$ cat src/rtl/crossyroad_pkg.sv
// Shared definitions for the crossy-road VGA design.
//   SCORE_W   : width of the binary score
//   BCD_W     : width of one BCD digit
//   IDLE/PLAY/OVER : game state encodings (2-bit)
package crossyroad_pkg;

  localparam int unsigned SCORE_W = 7;
  localparam int unsigned BCD_W   = 4;

  typedef logic [1:0] state_t;

  localparam state_t IDLE = 2'd0;
  localparam state_t PLAY = 2'd1;
  localparam state_t OVER = 2'd2;

endpackage

$ cat src/rtl/bcd_digit_counter.sv
// One decimal digit counter, 0..9 with wrap-around and carry out.
//   clk, rst_n : clock, asynchronous active-low reset
//   clear      : synchronous clear to 0 (wins over inc)
//   inc        : add one this cycle
//   carry      : inc while the digit is 9 (the digit wraps to 0)
//   digit      : registered BCD digit
module bcd_digit_counter
  import crossyroad_pkg::*;
(
  input  logic             clk,
  input  logic             rst_n,
  input  logic             clear,
  input  logic             inc,
  output logic             carry,
  output logic [BCD_W-1:0] digit
);

  logic [BCD_W-1:0] digit_q, digit_d;
  logic             at_nine;

  assign at_nine = (digit_q == BCD_W'(9));
  assign carry   = inc & at_nine & ~clear;

  always_comb begin
    digit_d = digit_q;
    if (clear) begin
      digit_d = '0;
    end else if (inc) begin
      digit_d = at_nine ? '0 : digit_q + BCD_W'(1);
    end
  end

  always_ff @(posedge clk or negedge rst_n) begin
    if (!rst_n) begin
      digit_q <= '0;
    end else begin
      digit_q <= digit_d;
    end
  end

  assign digit = digit_q;

endmodule

$ cat src/rtl/score_keeper.sv
// Score and game-state keeper for the crossy-road VGA design.
// Synchronizes the move button, runs the IDLE/PLAY/OVER state machine, keeps
// a saturating binary score plus a matching BCD digit pair.
//   i_clk, i_rst_n : pixel clock, asynchronous active-low reset
//   i_frame_tick   : one-cycle pulse per frame (drives hold auto-repeat)
//   i_move         : raw move button, asynchronous to i_clk
//   i_collision    : level, player hit an obstacle
//   i_restart      : one-cycle pulse, start a new game
//   o_score        : binary score 0..MAX_SCORE
//   o_score_tens/o_score_ones : BCD digits of o_score
//   o_high_score   : best score since reset (SCORE_KEEPER_HIGH_SCORE_EN),
//                    otherwise constant 0
//   o_game_over    : high while in OVER
// Optional feature macro: SCORE_KEEPER_HIGH_SCORE_EN.
module score_keeper
  import crossyroad_pkg::*;
#(
  parameter int unsigned HOLD_FRAMES = 8,
  parameter int unsigned MAX_SCORE   = 99
) (
  input  logic               i_clk,
  input  logic               i_rst_n,
  input  logic               i_frame_tick,
  input  logic               i_move,
  input  logic               i_collision,
  input  logic               i_restart,
  output logic [SCORE_W-1:0] o_score,
  output logic [BCD_W-1:0]   o_score_tens,
  output logic [BCD_W-1:0]   o_score_ones,
  output logic [SCORE_W-1:0] o_high_score,
  output logic               o_game_over
);

  // Move button: two-flop synchronizer plus one flop for edge detection.
  logic move_meta, move_s, move_d, move_rise;

  always_ff @(posedge i_clk or negedge i_rst_n) begin
    if (!i_rst_n) begin
      move_meta <= 1'b0;
      move_s    <= 1'b0;
      move_d    <= 1'b0;
    end else begin
      move_meta <= i_move;
      move_s    <= move_meta;
      move_d    <= move_s;
    end
  end

  assign move_rise = move_s & ~move_d;

  state_t             state_q, state_d;
  logic [7:0]         hold_q, hold_d;
  logic [SCORE_W-1:0] score_q, score_d;
  logic               game_over_q;
  logic               bump, hold_wrap, inc_en, bcd_clear;
  logic               ones_carry, unused_tens_carry;

  assign hold_wrap = move_s & i_frame_tick & ((hold_q + 8'd1) == 8'(HOLD_FRAMES));

  always_comb begin
    state_d   = state_q;
    hold_d    = hold_q;
    bump      = 1'b0;
    bcd_clear = 1'b0;
    if (i_restart) begin
      state_d   = PLAY;
      hold_d    = '0;
      bcd_clear = 1'b1;
    end else begin
      case (state_q)
        IDLE: begin
          hold_d = '0;
          // The press that starts the game does not score.
          if (move_rise) state_d = PLAY;
        end
        PLAY: begin
          if (i_collision) begin
            // Collision beats any increment in the same cycle.
            state_d = OVER;
            hold_d  = '0;
          end else begin
            if (!move_s || move_rise) begin
              hold_d = '0;
            end else if (i_frame_tick) begin
              hold_d = hold_wrap ? '0 : hold_q + 8'd1;
            end
            bump = move_rise | hold_wrap;
          end
        end
        OVER: hold_d = '0;
        default: begin
          state_d   = IDLE;
          hold_d    = '0;
          bcd_clear = 1'b1;
        end
      endcase
    end
  end

  // Saturation is applied here so the BCD counters only ever see legal steps.
  assign inc_en = bump & (score_q < SCORE_W'(MAX_SCORE));

  always_comb begin
    score_d = score_q;
    if (bcd_clear) begin
      score_d = '0;
    end else if (inc_en) begin
      score_d = score_q + SCORE_W'(1);
    end
  end

  always_ff @(posedge i_clk or negedge i_rst_n) begin
    if (!i_rst_n) begin
      state_q     <= IDLE;
      hold_q      <= '0;
      score_q     <= '0;
      game_over_q <= 1'b0;
    end else begin
      state_q     <= state_d;
      hold_q      <= hold_d;
      score_q     <= score_d;
      game_over_q <= (state_d == OVER);
    end
  end

  bcd_digit_counter u_ones (
    .clk   (i_clk),
    .rst_n (i_rst_n),
    .clear (bcd_clear),
    .inc   (inc_en),
    .carry (ones_carry),
    .digit (o_score_ones)
  );

  // Score never exceeds 99, so the tens carry is never used.
  bcd_digit_counter u_tens (
    .clk   (i_clk),
    .rst_n (i_rst_n),
    .clear (bcd_clear),
    .inc   (ones_carry),
    .carry (unused_tens_carry),
    .digit (o_score_tens)
  );

`ifdef SCORE_KEEPER_HIGH_SCORE_EN
  // Cleared only by reset; survives restart.
  logic [SCORE_W-1:0] high_q;

  always_ff @(posedge i_clk or negedge i_rst_n) begin
    if (!i_rst_n) begin
      high_q <= '0;
    end else if (score_q > high_q) begin
      high_q <= score_q;
    end
  end

  assign o_high_score = high_q;
`else
  assign o_high_score = '0;
`endif

  assign o_score     = score_q;
  assign o_game_over = game_over_q;

endmodule

$ cat config.mk
export PLATFORM = sky130hd
export DESIGN_NAME = score_keeper
export DESIGN_NICKNAME = d
export VERILOG_FILES = /design/src/rtl/crossyroad_pkg.sv /design/src/rtl/bcd_digit_counter.sv /design/src/rtl/score_keeper.sv
export SDC_FILE = /design/constraint.sdc
export NUM_CORES = 1
export LEC_CHECK = 0
export CAP_MARGIN = 20
export CORE_MARGIN = 2
export CORE_UTILIZATION = 35
export CTS_CLUSTER_SIZE = 8
export DETAILED_ROUTE_END_ITERATION = 8
export PLACE_DENSITY = 0.63
export SLEW_MARGIN = 20
export SYNTH_ARGS = -nofsm -noshare
export SYNTH_HDL_FRONTEND = slang
export SYNTH_SLANG_ARGS = --single-unit
$ cat constraint.sdc
create_clock -name i_clk -period 3.3 [get_ports i_clk]
set_input_delay 0.99 -clock i_clk [delete_from_list [all_inputs] [get_ports i_clk]]
set_output_delay 0.99 -clock i_clk [all_outputs]
set_load 0.05 [all_outputs]
* Yosys cells after proc, flatten, opt, wreduce, memory -nomap -nowiden *
Index checks and enable logic that the tools add are counted.

storage, ports and cells
  flip-flop bits (word level) = 29
  output and inout port bits = 23
  word-level logic and storage cells = 59

cells by class
  add/sub/neg operators = 4
  order comparisons = 1
  eq/ne operators = 7
  multiplexer cells = 23
  bitwise gates (word level) = 9
  reduce and logical (&&, ||, !) cells = 6

operators by type and width
  operator             count
  $mux 8               6
  $mux 4               6
  $mux 7               2
  $add 4x1->4 const B  2
  $add 8x1->8 const B  1
  $eq 4x4->1 const B   2
  $eq 8x4->1 const B   1
  $add 7x1->7 const B  1
  $lt 7x7->1 const B   1
  $and 1x1->1          6
  $mux 2               3
  $pmux 2 s3           1
  $mux 1               5
  $ne 5x5->1 const B   1
  $eq 2x2->1 const B   2
  $reduce_bool 2->1    2
  $reduce_or 3->1      1
  $eq 2x1->1 const B   1
  $logic_not 2->1      1
  $not 1->1            2
  $logic_not 1->1      1
  $logic_or 1x1->1     1
  $or 1x1->1           1

* Depth between registers and ports, before layout *
Gate-level depths: netlist of the first run.

  depth after elaboration = 12
  gate-level depth with buffers = 9
  mapped depth without buffers = 7

* By module *
From an unflattened synthesis of the first run, not the netlist that was laid out.

unflattened totals
  cell total of the unflattened synthesis = 155
  area total of the unflattened synthesis = 1600.3 um^2

by module, submodules not included
  module             instances  cells each  area each (um^2)  sequential area each (um^2)
  score_keeper       1          105         1109.8            525.5
  bcd_digit_counter  2          25          245.2             100.1

* Worst setup path after synthesis of the first run *
OpenSTA, ideal clock, no wires.

  kind = input port to flip-flop
  from = input i_restart
  to = register score_q[3], in the netlist o_score[3]
  library setup time = 148 ps
  data arrival time = 2429 ps
  data required time = 3152 ps
  setup slack = 723 ps
  cell stages on the path = 8
  buffers on the path = 3
  cell sequence = nor4b_2 o21ai_1 or3b_1 buf_2 buf_2 buf_2 o211ai_1 o31ai_1

between the ends
  cells in the longest elaborated chain, start to end = 3
  elaborated cells between the ends (all ways) = 5
  those cells by class = mux: 3; bitwise: 1; reduce/logical: 1

ends and longest elaborated chain
  element                      line                 RTL
  start, declared              score_keeper.sv:26   input logic i_restart,
  $mux 1                       score_keeper.sv:65   if (i_restart) begin
  $and 1x1->1                  score_keeper.sv:101  assign inc_en = bump & (score_q < SCORE_W'(MAX_SCORE));
  $reduce_bool 2->1 (no line)  --
  end signal, assigned         score_keeper.sv:121  score_q <= score_d;
  end, declared                score_keeper.sv:53   logic [SCORE_W-1:0] score_q, score_d;

Several ways; a longest one is shown, not always the timed one.
A chain may end at the register's enable or synchronous reset.

* Worst setup path after layout of the first run *
  from = input i_frame_tick
  to = register u_ones.digit_q[1], in the netlist u_ones.digit[1]

between the ends
  cells in the longest elaborated chain, start to end = 8

ends and longest elaborated chain
  element                      line                     RTL
  start, declared              score_keeper.sv:23       input logic i_frame_tick,
  $and 1x1->1 (2 in a row)     score_keeper.sv:58       assign hold_wrap = move_s & i_frame_tick & ((hold_q + 8'd1) == 8'(HOLD_FRAMES));
  $or 1x1->1                   score_keeper.sv:87       bump = move_rise | hold_wrap;
  $mux 1                       score_keeper.sv:77       if (i_collision) begin
  $mux 1                       score_keeper.sv:70       case (state_q)
  $mux 1                       score_keeper.sv:65
  $and 1x1->1                  score_keeper.sv:101
  $reduce_bool 2->1 (no line)  --
  end signal, assigned         bcd_digit_counter.sv:37  digit_q <= digit_d;
  end, declared                bcd_digit_counter.sv:18  logic [BCD_W-1:0] digit_q, digit_d;

No other way between the ends.

==> results of run 1 <==
logic make-up (layout without fill, tap and decap cells):
group	after synthesis	in the layout	share of synthesized area, %
compound gates	41	41	18.27
xor+xnor	3	3	1.668
fa+ha+maj	6	6	4.766
buf+inv	17	40	5.956
flops	29	29	46.07
mux	2	2	1.350
other cells	1	7	0.2381
simple gates	62	62	21.68
path summary, 6_finish.rpt:
kind / endpoint / cells past startpoint / startpoint / slack, ns
setup reg to reg: u_ones.digit[1] / 6 / o_score[0] / 0.98
setup / recovery: u_ones.digit[1] / 7 / i_frame_tick / 0.41
max in group asynchronous: move_d / 2 / i_rst_n / 1.92
min in group asynchronous: u_ones.digit[1] / 2 / i_rst_n / 1.10
hold reg to reg: move_s / 0 / move_meta / 0.35
hold / removal: move_s / 0 / move_meta / 0.35
area by class of cell:
class | count | area (µm²)
tap | 52 | 65.06
timing repair buffer | 27 | 255.2
fill | 414 | 2421
inverter | 6 | 22.52
multi-input combinational | 121 | 778.2
sequential | 29 | 725.7
clock buffer | 7 | 86.33
cell usage in the layout, fill, tap and decap left out, drive strengths merged, types with 3 or more instances in the layout:
master | synthesis | routed
o31ai | 4 | 4
conb | 1 | 7
nand2 | 15 | 15
o21ai | 5 | 5
or3 | 4 | 4
ha | 6 | 6
nand3 | 8 | 8
o211ai | 5 | 5
buf | 11 | 6
clkdlybuf4s50 | 0 | 21
inv | 6 | 6
nand2b | 3 | 3
dfrtp | 29 | 29
clkbuf | 0 | 7
a21oi | 10 | 10
nor2 | 11 | 11
metal layers:
layer,vias to the layer above,wire [µm],share of wire [%]
met2,24,1465,45
met5,-,0,0
met3,2,146,4.4
met4,0,36,1.1
met1,621,1632,50
li1,632,-,-
registers in the layout (all words and copies together), names as in the netlist:
name / count
move_meta: 1
move_d: 1
hold_q: 8
move_s: 1
state_q: 2
o_score: 7
u_tens.digit: 4
u_ones.digit: 4
o_game_over: 1
power by group:
part | total (mW) | leakage, nW | internal (mW) | switching (mW)
Sequential | 0.366 | 0.394 | 0.361 | 0.00482
Combinational | 0.0612 | 0.362 | 0.0183 | 0.0429
Clock | 0.287 | 0.0443 | 0.165 | 0.122
through the flow:
step           instances  area [µm²]  worst slack, ns
3_5_place_dp         235        1847           0.1225
6_report             242        1933           0.4113
3_3_place_gp         235        1847           0.1672
2_1_floorplan        167        1598           0.7231
4_1_cts              242        1933           0.3971
5_1_grt              242        1933           0.2904
worst register-to-register path, delay by kind of cell, from the launching register on:
| kind | cells | cell delay (ns) |
|---|---|---|
| AO/OA/AOI/OAI | 3 | 0.73 |
| buffers and inverters | 1 | 0.23 |
| AND/OR/NAND/NOR | 2 | 0.84 |
| flip-flops | 1 | 0.45 |
==> impl_metrics.csv, run 1 <==
group,metric,value,unit
placement,numPortBuffers,21,
drt,drc_errors,0,
cts,clock_sinks,29,
placement,gp_congestion,0.8175,
worst_setup_path,crit_family,"simple AND/OR/NAND/NOR gates",
worst_setup_path,crit_path_end_kind,"flip-flop",
timing,tns,0,ns
timing,tightest_slew,0.6859,ns
drt,drtIter0Drc,51,
die,core,4354,µm²
synth,synth.most_common_cell,"dfrtp_1",
cts,clockBufferDepth,2,
worst_setup_path,cp_slowest_cell,"clkdlybuf4s50_1",
timing,finClkSkew,0.005512,ns
timing,max_freq,346.2,MHz
synth,syn_avg_cell_area,9.784,µm²
timing,max_slew_margin,54.27,%
cts,postCtsResizedCells,0,
cts,clk_pin_slew_worst_paths,0.06,ns
synth,synth_edf_count,0,
die,die_y,71.09,µm
timing,setup_viol,0,
die,rows,24,
cts,cts_tree,"built",
global_routing,grt_pass1_wl,5.554,mm
drt,vias,1279,
global_routing,grt_start_max_net_pins,30,
worst_setup_path,required,3.50,ns
worst_setup_path,timing.critical_path.buf_inv,2,
cts,postCtsSetupRepairBufs,0,
worst_setup_path,crit_chain,"clkdlybuf4s50_1 > nor3b_1 > a21boi_0 > or3b_1 > buf_4 > or3_1 > a21oi_1",
power_and_ir_drop,power_density,369.2,nW/µm²
synth,yosysTopAreaCell,"dfrtp_1",
synth,synth_cell_types,49,
cts,cts_buffers,5,
timing,rsz0062_at_grt,"no",
finish,layout.nets,202,
cts,htreeDepth,2,
global_routing,grt_remaining_overflow,0,
global_routing,grtUsageTotal,14.02,%
finish,antenna_cells,0,
timing,min_period,2.889,ns
global_routing,grt_busiest_layer,"met2",
finish,final_core_util,44.40,%
run_status,status,"finished, final reports clean",
worst_setup_path,crit_path_max_incr_delay,0.48,ns
global_routing,grt_pass1_vias,1193,
power_and_ir_drop,max-vdd-ir-drop,0.0002182,V
drt,drt_wl_total,3.281,mm
synth,synth-seq-area-share,46.07,%
die,die_area,5053,µm²
finish,drive_gt1_share,10.53,%
timing,report.final.slew_viol_count,0,
synth,synth_area,1575,µm²
die,num_io_pins,29,
synth,synth_commonest_cells,"dfrtp_1 (29), nand2_1 (15), nor2_1 (11), a21oi_1 (10), nand3_1 (8)",
worst_setup_path,start_kind,"input pin",
worst_setup_path,crit_arrival,3.09,ns
synth,synth_top_area_share,46.07,%
drt,drtPass1Iterations,4,
synth,yosys_warnings,0,
synth,synthFlopType,"dfrtp_1",
global_routing,met3_usage,4.416,%
finish,syn_to_final_growth,22.72,%
die,start_util,36.18,%
synth,ys_seq_elements,29,
worst_hold_path,hold_path_class,"reg2reg",
cts,hold_buffers,0,
synth,synth.area.top_cells,"dfrtp_1 (46%), ha_1 (4.8%), nand2_1 (3.6%)",
cts,clock_latency,0.27,ns
die,dieWidth,71.09,µm
cts,root_buffer,"clkbuf_8",
power_and_ir_drop,power,0.7136,mW
drt,via_per_inst,5.285,
global_routing,use_met1,19.46,%
timing,hold_violations,0,
worst_setup_path,crit_type,"in2reg",
global_routing,antenna_found_initial,0,
drt,ant_nets,0,
drt,wl_per_cell,13.56,µm
power_and_ir_drop,leakagePower,0.7995,nW
placement,dp_hpwl,2.408,mm
timing,post-route-period-util,87.54,%
flow_run,max-cap-violations,0,
synth,async_flop_share,100.0,%
timing,whs,0.3513,ns
worst_setup_path,crit_fanout,13,
synth,netlist_instances,161,
global_routing,met2_usage,19.94,%
Note: power is estimated with default switching activity, not from simulation.
==> run 2: changes to the inputs <==
- CTS_BUF_LIST: unset -> sky130_fd_sc_hd__clkbuf_16
==> run 2 against run 1 <==
  * Sequential share of layout area decreased by 0.88 points
  * Non-clock buffer count unchanged
  * Via count increased by 0.55%
  * Register-to-register slack about the same
  * Core utilization increased by 1.1 points
==> impl_metrics.csv, run 2 (synthesis results as in run 1) <==
group,metric,value,unit
global_routing,grt_pass1_vias,1192,
timing,max_slew_margin,54.32,%
worst_hold_path,hold_depth,0,
worst_setup_path,crit_type,"in2reg",
die,die_area,5053,µm²
timing,setup_viol,0,
cts,htreeDepth,2,
worst_setup_path,cp_slowest_cell,"clkdlybuf4s50_1",
worst_setup_path,reg2reg_to,"u_ones.digit[1]",
placement,gp_congestion,0.8175,
run_status,status,"finished, final reports clean",
finish,final_common_cell,"dfrtp_1",
die,start_util,36.18,%
global_routing,grt_pass1_wl,5.561,mm
finish,largest_reg_flops,8,
placement,dp_hpwl,2.408,mm
cts,cts_tree,"built",
timing,report.final.slew_viol_count,0,
placement,place_area,1847,µm²
worst_setup_path,start_kind,"input pin",
finish,max_flop_register,"hold_q",
worst_hold_path,whs_endpoint,"move_s",
finish,final_core_util,45.46,%
worst_setup_path,crit_chain,"clkdlybuf4s50_1 > nor3b_1 > a21boi_0 > or3b_1 > buf_4 > or3_1 > a21oi_1",
power_and_ir_drop,switching_share,22.60,%
worst_hold_path,hold_start,"move_meta",
cts,clock_sinks,29,
finish,drive_gt1_share,10.00,%
die,dieWidth,71.09,µm
power_and_ir_drop,max-vdd-ir-drop,0.0002536,V
global_routing,grtUsageTotal,14.17,%
timing,min_period,2.892,ns
flow_run,max-cap-violations,0,
die,die_y,71.09,µm
drt,drtIter0Drc,54,
cts,clock_latency,0.27,ns
cts,cts_buffers,5,
worst_setup_path,worstReg2RegStart,"o_score[0]",
power_and_ir_drop,power_frac_comb,7.3,%
drt,via_per_inst,5.314,
cts,clk_pin_slew_worst_paths,0.05,ns
power_and_ir_drop,p_int,0.6477,mW
drt,wl_per_cell,13.63,µm
cts,postCtsResizedCells,0,
cts,clockBufferDepth,2,
worst_setup_path,crit_fanout,13,
timing,rsz0062_at_grt,"no",
worst_setup_path,ff2ff_path_depth,6,
cts,root_buffer,"clkbuf_16",
finish,layout.nets,202,
worst_setup_path,r2r_slack,0.99,ns
die,core,4354,µm²
cts,hold_buffers,0,
power_and_ir_drop,p_seq_share,43.8,%
finish,antenna_cells,0,
global_routing,grt_remaining_overflow,0,
worst_setup_path,crit_path_max_incr_delay,0.48,ns
drt,vias,1286,
timing,hold_violations,0,
die,num_io_pins,29,
global_routing,grt_start_max_net_pins,30,
global_routing,antenna_found_initial,0,
finish,syn_to_final_growth,25.66,%
power_and_ir_drop,leakagePower,0.8237,nW
power_and_ir_drop,power_density,422.8,nW/µm²
die,rows,24,
finish,final_cell_mix,"dfrtp_1 (29), clkdlybuf4s50_1 (21), nand2_1 (15)",
worst_setup_path,required,3.50,ns
drt,drc_errors,0,
power_and_ir_drop,p_sw,0.1891,mW
worst_setup_path,crit_arrival,3.09,ns
timing,post-route-period-util,87.64,%
placement,numPortBuffers,21,
timing,max_freq,345.7,MHz
drt,ant_nets,0,
cts,postCtsSetupRepairBufs,0,
timing,tns,0,ns
finish,final_cell_area,1979,µm²
drt,drtPass1Iterations,4,
timing,tightest_slew,0.6852,ns
drt,drt_wl_total,3.299,mm
worst_hold_path,hold_path_class,"reg2reg",
worst_setup_path,crit_path_end_kind,"flip-flop",
power_and_ir_drop,power.clock.fraction,48.9,%
timing,finClkSkew,0.005718,ns
[run 2: changes by cell type in the layout (fill, tap and decap cells not counted), sizes merged]
cell | before | now
clkbuf | 7 | 5
clkinv | 0 | 1
inv | 6 | 7
[run 2: cell type report]
type / instances / area, µm²
Sequential cell: 29 / 725.7
Clock inverter: 2 / 7.507
Inverter: 6 / 22.52
Timing Repair Buffer: 27 / 255.2
Fill cell: 408 / 2375
Tap cell: 52 / 65.06
Multi-Input combinational cell: 121 / 778.2
Clock buffer: 5 / 125.1
[run 2: worst max path at each step]
stage | start | endpoint
CTS | i_restart | u_ones.digit[1]
global placement | i_restart | u_ones.digit[1]
global route | i_restart | u_ones.digit[1]
finish | i_frame_tick | u_ones.digit[1]
detailed placement | i_restart | u_ones.digit[1]
floorplan | i_restart | o_score[3]
[run 2: per-layer routing]
layer	share of wire, %	wire, µm	global-route usage [%]	up-vias
met3	4.5	148	5.271	5
met1	50	1644	19.55	622
met2	44	1453	19.73	25
met5	0	0	0	-
li1	-	-	-	634
met4	1.6	53	6.499	0
[run 2: per-stage QoR]
stage | hold WS (ns) | cells | worst slack [ns] | power, mW
after floorplan | 0.3312 | 167 | 0.7231 | 0.4138
after global placement | 0.3360 | 235 | 0.1672 | 0.4331
after detailed placement | 0.3424 | 235 | 0.1225 | 0.4342
after CTS | 0.3526 | 242 | 0.3912 | 0.8484
after global routing | 0.3598 | 242 | 0.2791 | 0.8717
final | 0.3476 | 242 | 0.4077 | 0.8368
[run 2: critical path: cells and delay by family]
kind | cells | cell delay (ns)
and+or+nand+nor | 3 | 1.12
AOI/OAI and AO/OA | 2 | 0.28
buffers and inverters | 2 | 0.71
[run 2: power by group through the flow]
stage	Combinational (mW)	Sequential [mW]	Clock [mW]
after CTS	0.0621	0.366	0.420
final	0.0612	0.366	0.409
after global placement	0.0613	0.372	0
after floorplan	0.0390	0.375	0
after detailed placement	0.0620	0.372	0
after global routing	0.0664	0.367	0.438
==> run 3: changes to the inputs <==
- GPL_TIMING_DRIVEN: unset -> 0
==> run 3 against run 2 <==
  * Global-route usage is essentially flat
  * Critical path type unchanged
  * Largest cell class unchanged
  * Wire length shrank 3.0%
  * Non-clock buffer count grew 5
  * Flip-flop and latch count is the same
  * Register-to-register slack is essentially flat
  * Worst hold slack lost 0.0039 ns
  * Cell area grew 2.5%
  * Critical endpoint is now o_score[3]
  * Core utilization grew 1.1 points
==> impl_metrics.csv, run 3 (synthesis results as in run 1) <==
group,metric,value,unit
run_status,status,"finished, final reports clean",
worst_setup_path,start_kind,"input pin",
finish,final_cell_mix,"dfrtp_1 (29), clkdlybuf4s50_1 (20), nand2_1 (15)",
die,die_y,71.09,µm
timing,post-route-period-util,92.91,%
placement,gp_congestion,0.7599,
finish,syn_to_final_growth,28.75,%
cts,cts_buffers,5,
finish,ff_latch_area,725.7,µm²
power_and_ir_drop,max-vdd-ir-drop,0.0002746,V
global_routing,grt_pass1_vias,1199,
timing,report.final.slew_viol_count,0,
worst_setup_path,worstReg2RegStart,"hold_q[0]",
global_routing,grtUsageTotal,14.16,%
worst_setup_path,ff2ff_path_depth,9,
cts,cts_tree,"built",
worst_setup_path,reg2reg_to,"o_score[3]",
finish,largest_reg_flops,8,
finish,drive_gt1_share,13.33,%
drt,drc_errors,0,
cts,clk_pin_slew_worst_paths,0.05,ns
finish,max_flop_register,"hold_q",
global_routing,grt_start_max_net_pins,30,
power_and_ir_drop,power_density,457.3,nW/µm²
die,dieWidth,71.09,µm
drt,vias,1292,
drt,via_per_inst,5.231,
power_and_ir_drop,leakagePower,0.8536,nW
timing,rsz0062_at_grt,"no",
placement,numPortBuffers,21,
drt,wl_per_cell,12.96,µm
cts,postCtsResizedCells,0,
die,core,4354,µm²
worst_setup_path,required,3.45,ns
global_routing,grt_pass1_wl,5.520,mm
die,rows,24,
cts,hold_buffers,0,
worst_setup_path,crit_arrival,3.21,ns
cts,root_buffer,"clkbuf_16",
cts,clock_sinks,29,
drt,drtIter0Drc,86,
timing,hold_violations,0,
worst_setup_path,crit_type,"in2reg",
cts,postCtsSetupRepairBufs,0,
finish,layout.nets,207,
die,start_util,36.18,%
timing,max_freq,326.2,MHz
drt,ant_nets,0,
worst_setup_path,critPathLaunch,"i_frame_tick",
cts,htreeDepth,2,
global_routing,grt_remaining_overflow,0,
finish,multi_input_area,778.2,µm²
global_routing,antenna_found_initial,0,
timing,setup_viol,0,
timing,tightest_slew,0.6565,ns
finish,antenna_cells,0,
worst_setup_path,r2r_slack,0.98,ns
finish,n_fill_cell,421,
timing,max_slew_margin,56.23,%
die,num_io_pins,29,
worst_setup_path,cp-endpoint,"o_score[3]",
die,die_area,5053,µm²
worst_setup_path,crit_path_end_kind,"flip-flop",
power_and_ir_drop,power,0.9275,mW
timing,min_period,3.066,ns
placement,place_inst,240,
drt,drt_wl_total,3.200,mm
finish,final_cells,247,
worst_setup_path,crit_fanout,10,
worst_hold_path,hold_path_class,"reg2reg",
flow_run,max-cap-violations,0,
drt,drtPass1Iterations,4,
cts,clockBufferDepth,2,
cts,clock_latency,0.27,ns
timing,finClkSkew,0.006981,ns
finish,final_common_cell,"dfrtp_1",
placement,dp_hpwl,2.204,mm
run 3: changes by cell type in the layout (fill, tap and decap cells not counted):
cell / before / now
inv_1: 7 / 6
clkinv_1: 1 / 0
buf_2: 0 / 4
buf_4: 6 / 7
clkinv_2: 0 / 1
clkdlybuf4s50_1: 21 / 20
buf_1: 0 / 1
bufinv_16: 0 / 1
run 3: power breakdown:
group / switching, mW / leakage (nW) / total [mW] / internal [mW]
clock network: 0.149 / 0.0797 / 0.497 / 0.349
logic: 0.0434 / 0.380 / 0.0635 / 0.0202
registers: 0.00522 / 0.394 / 0.367 / 0.361
run 3: cell type report:
| type | instances | share of cell area (%) |
|---|---|---|
| multi-input combinational | 121 | 38.37 |
| buffer | 11 | 3.516 |
| clock inverter | 2 | 1.727 |
| sequential | 29 | 35.78 |
| timing repair buffer | 21 | 10.12 |
| tap | 52 | 3.208 |
| clock buffer | 5 | 6.169 |
| inverter | 6 | 1.110 |
run 3: critical path, cell delays in order:
cell and delay, ns:
clkdlybuf4s50_1 0.61, nor3b_1 0.29, a21boi_0 0.12, or3b_1 0.35, buf_2 0.18, buf_2 0.19, buf_2 0.20, o211ai_1 0.18
o31ai_1 0.09
run 3: how the worst min path moves through the flow:
| stage | end | startpoint | slack, ns | cells past startpoint |
|---|---|---|---|---|
| floorplan | move_s | move_meta | 0.33 | 0 |
| global placement | move_s | move_meta | 0.33 | 0 |
| detailed placement | move_s | move_meta | 0.34 | 0 |
| CTS | move_s | move_meta | 0.35 | 0 |
| global route | move_s | move_meta | 0.36 | 0 |
| finish | move_s | move_meta | 0.34 | 0 |
run 3: per-layer routing:
metal	wire [µm]	global-route usage, %	up-vias
met4	74	6.918	0
met5	0	0	-
li1	-	-	642
met2	1416	20.35	28
met3	155	3.704	7
met1	1553	19.84	615
run 3: through the flow:
stage / cell area [µm²] / setup slack [ns] / TNS [ns] / hold WS (ns) / util, %
global placement: 1873 / -0.04133 / -0.1089 / 0.3311 / 43.02
floorplan: 1598 / 0.7231 / 0 / 0.3312 / -
CTS: 2028 / 0.2259 / 0 / 0.3466 / 46.58
finish: 2028 / 0.2340 / 0 / 0.3436 / 46.58
global route: 2028 / 0.09234 / 0 / 0.3577 / 46.58
detailed placement: 1868 / -0.05255 / -0.1228 / 0.3358 / 42.90
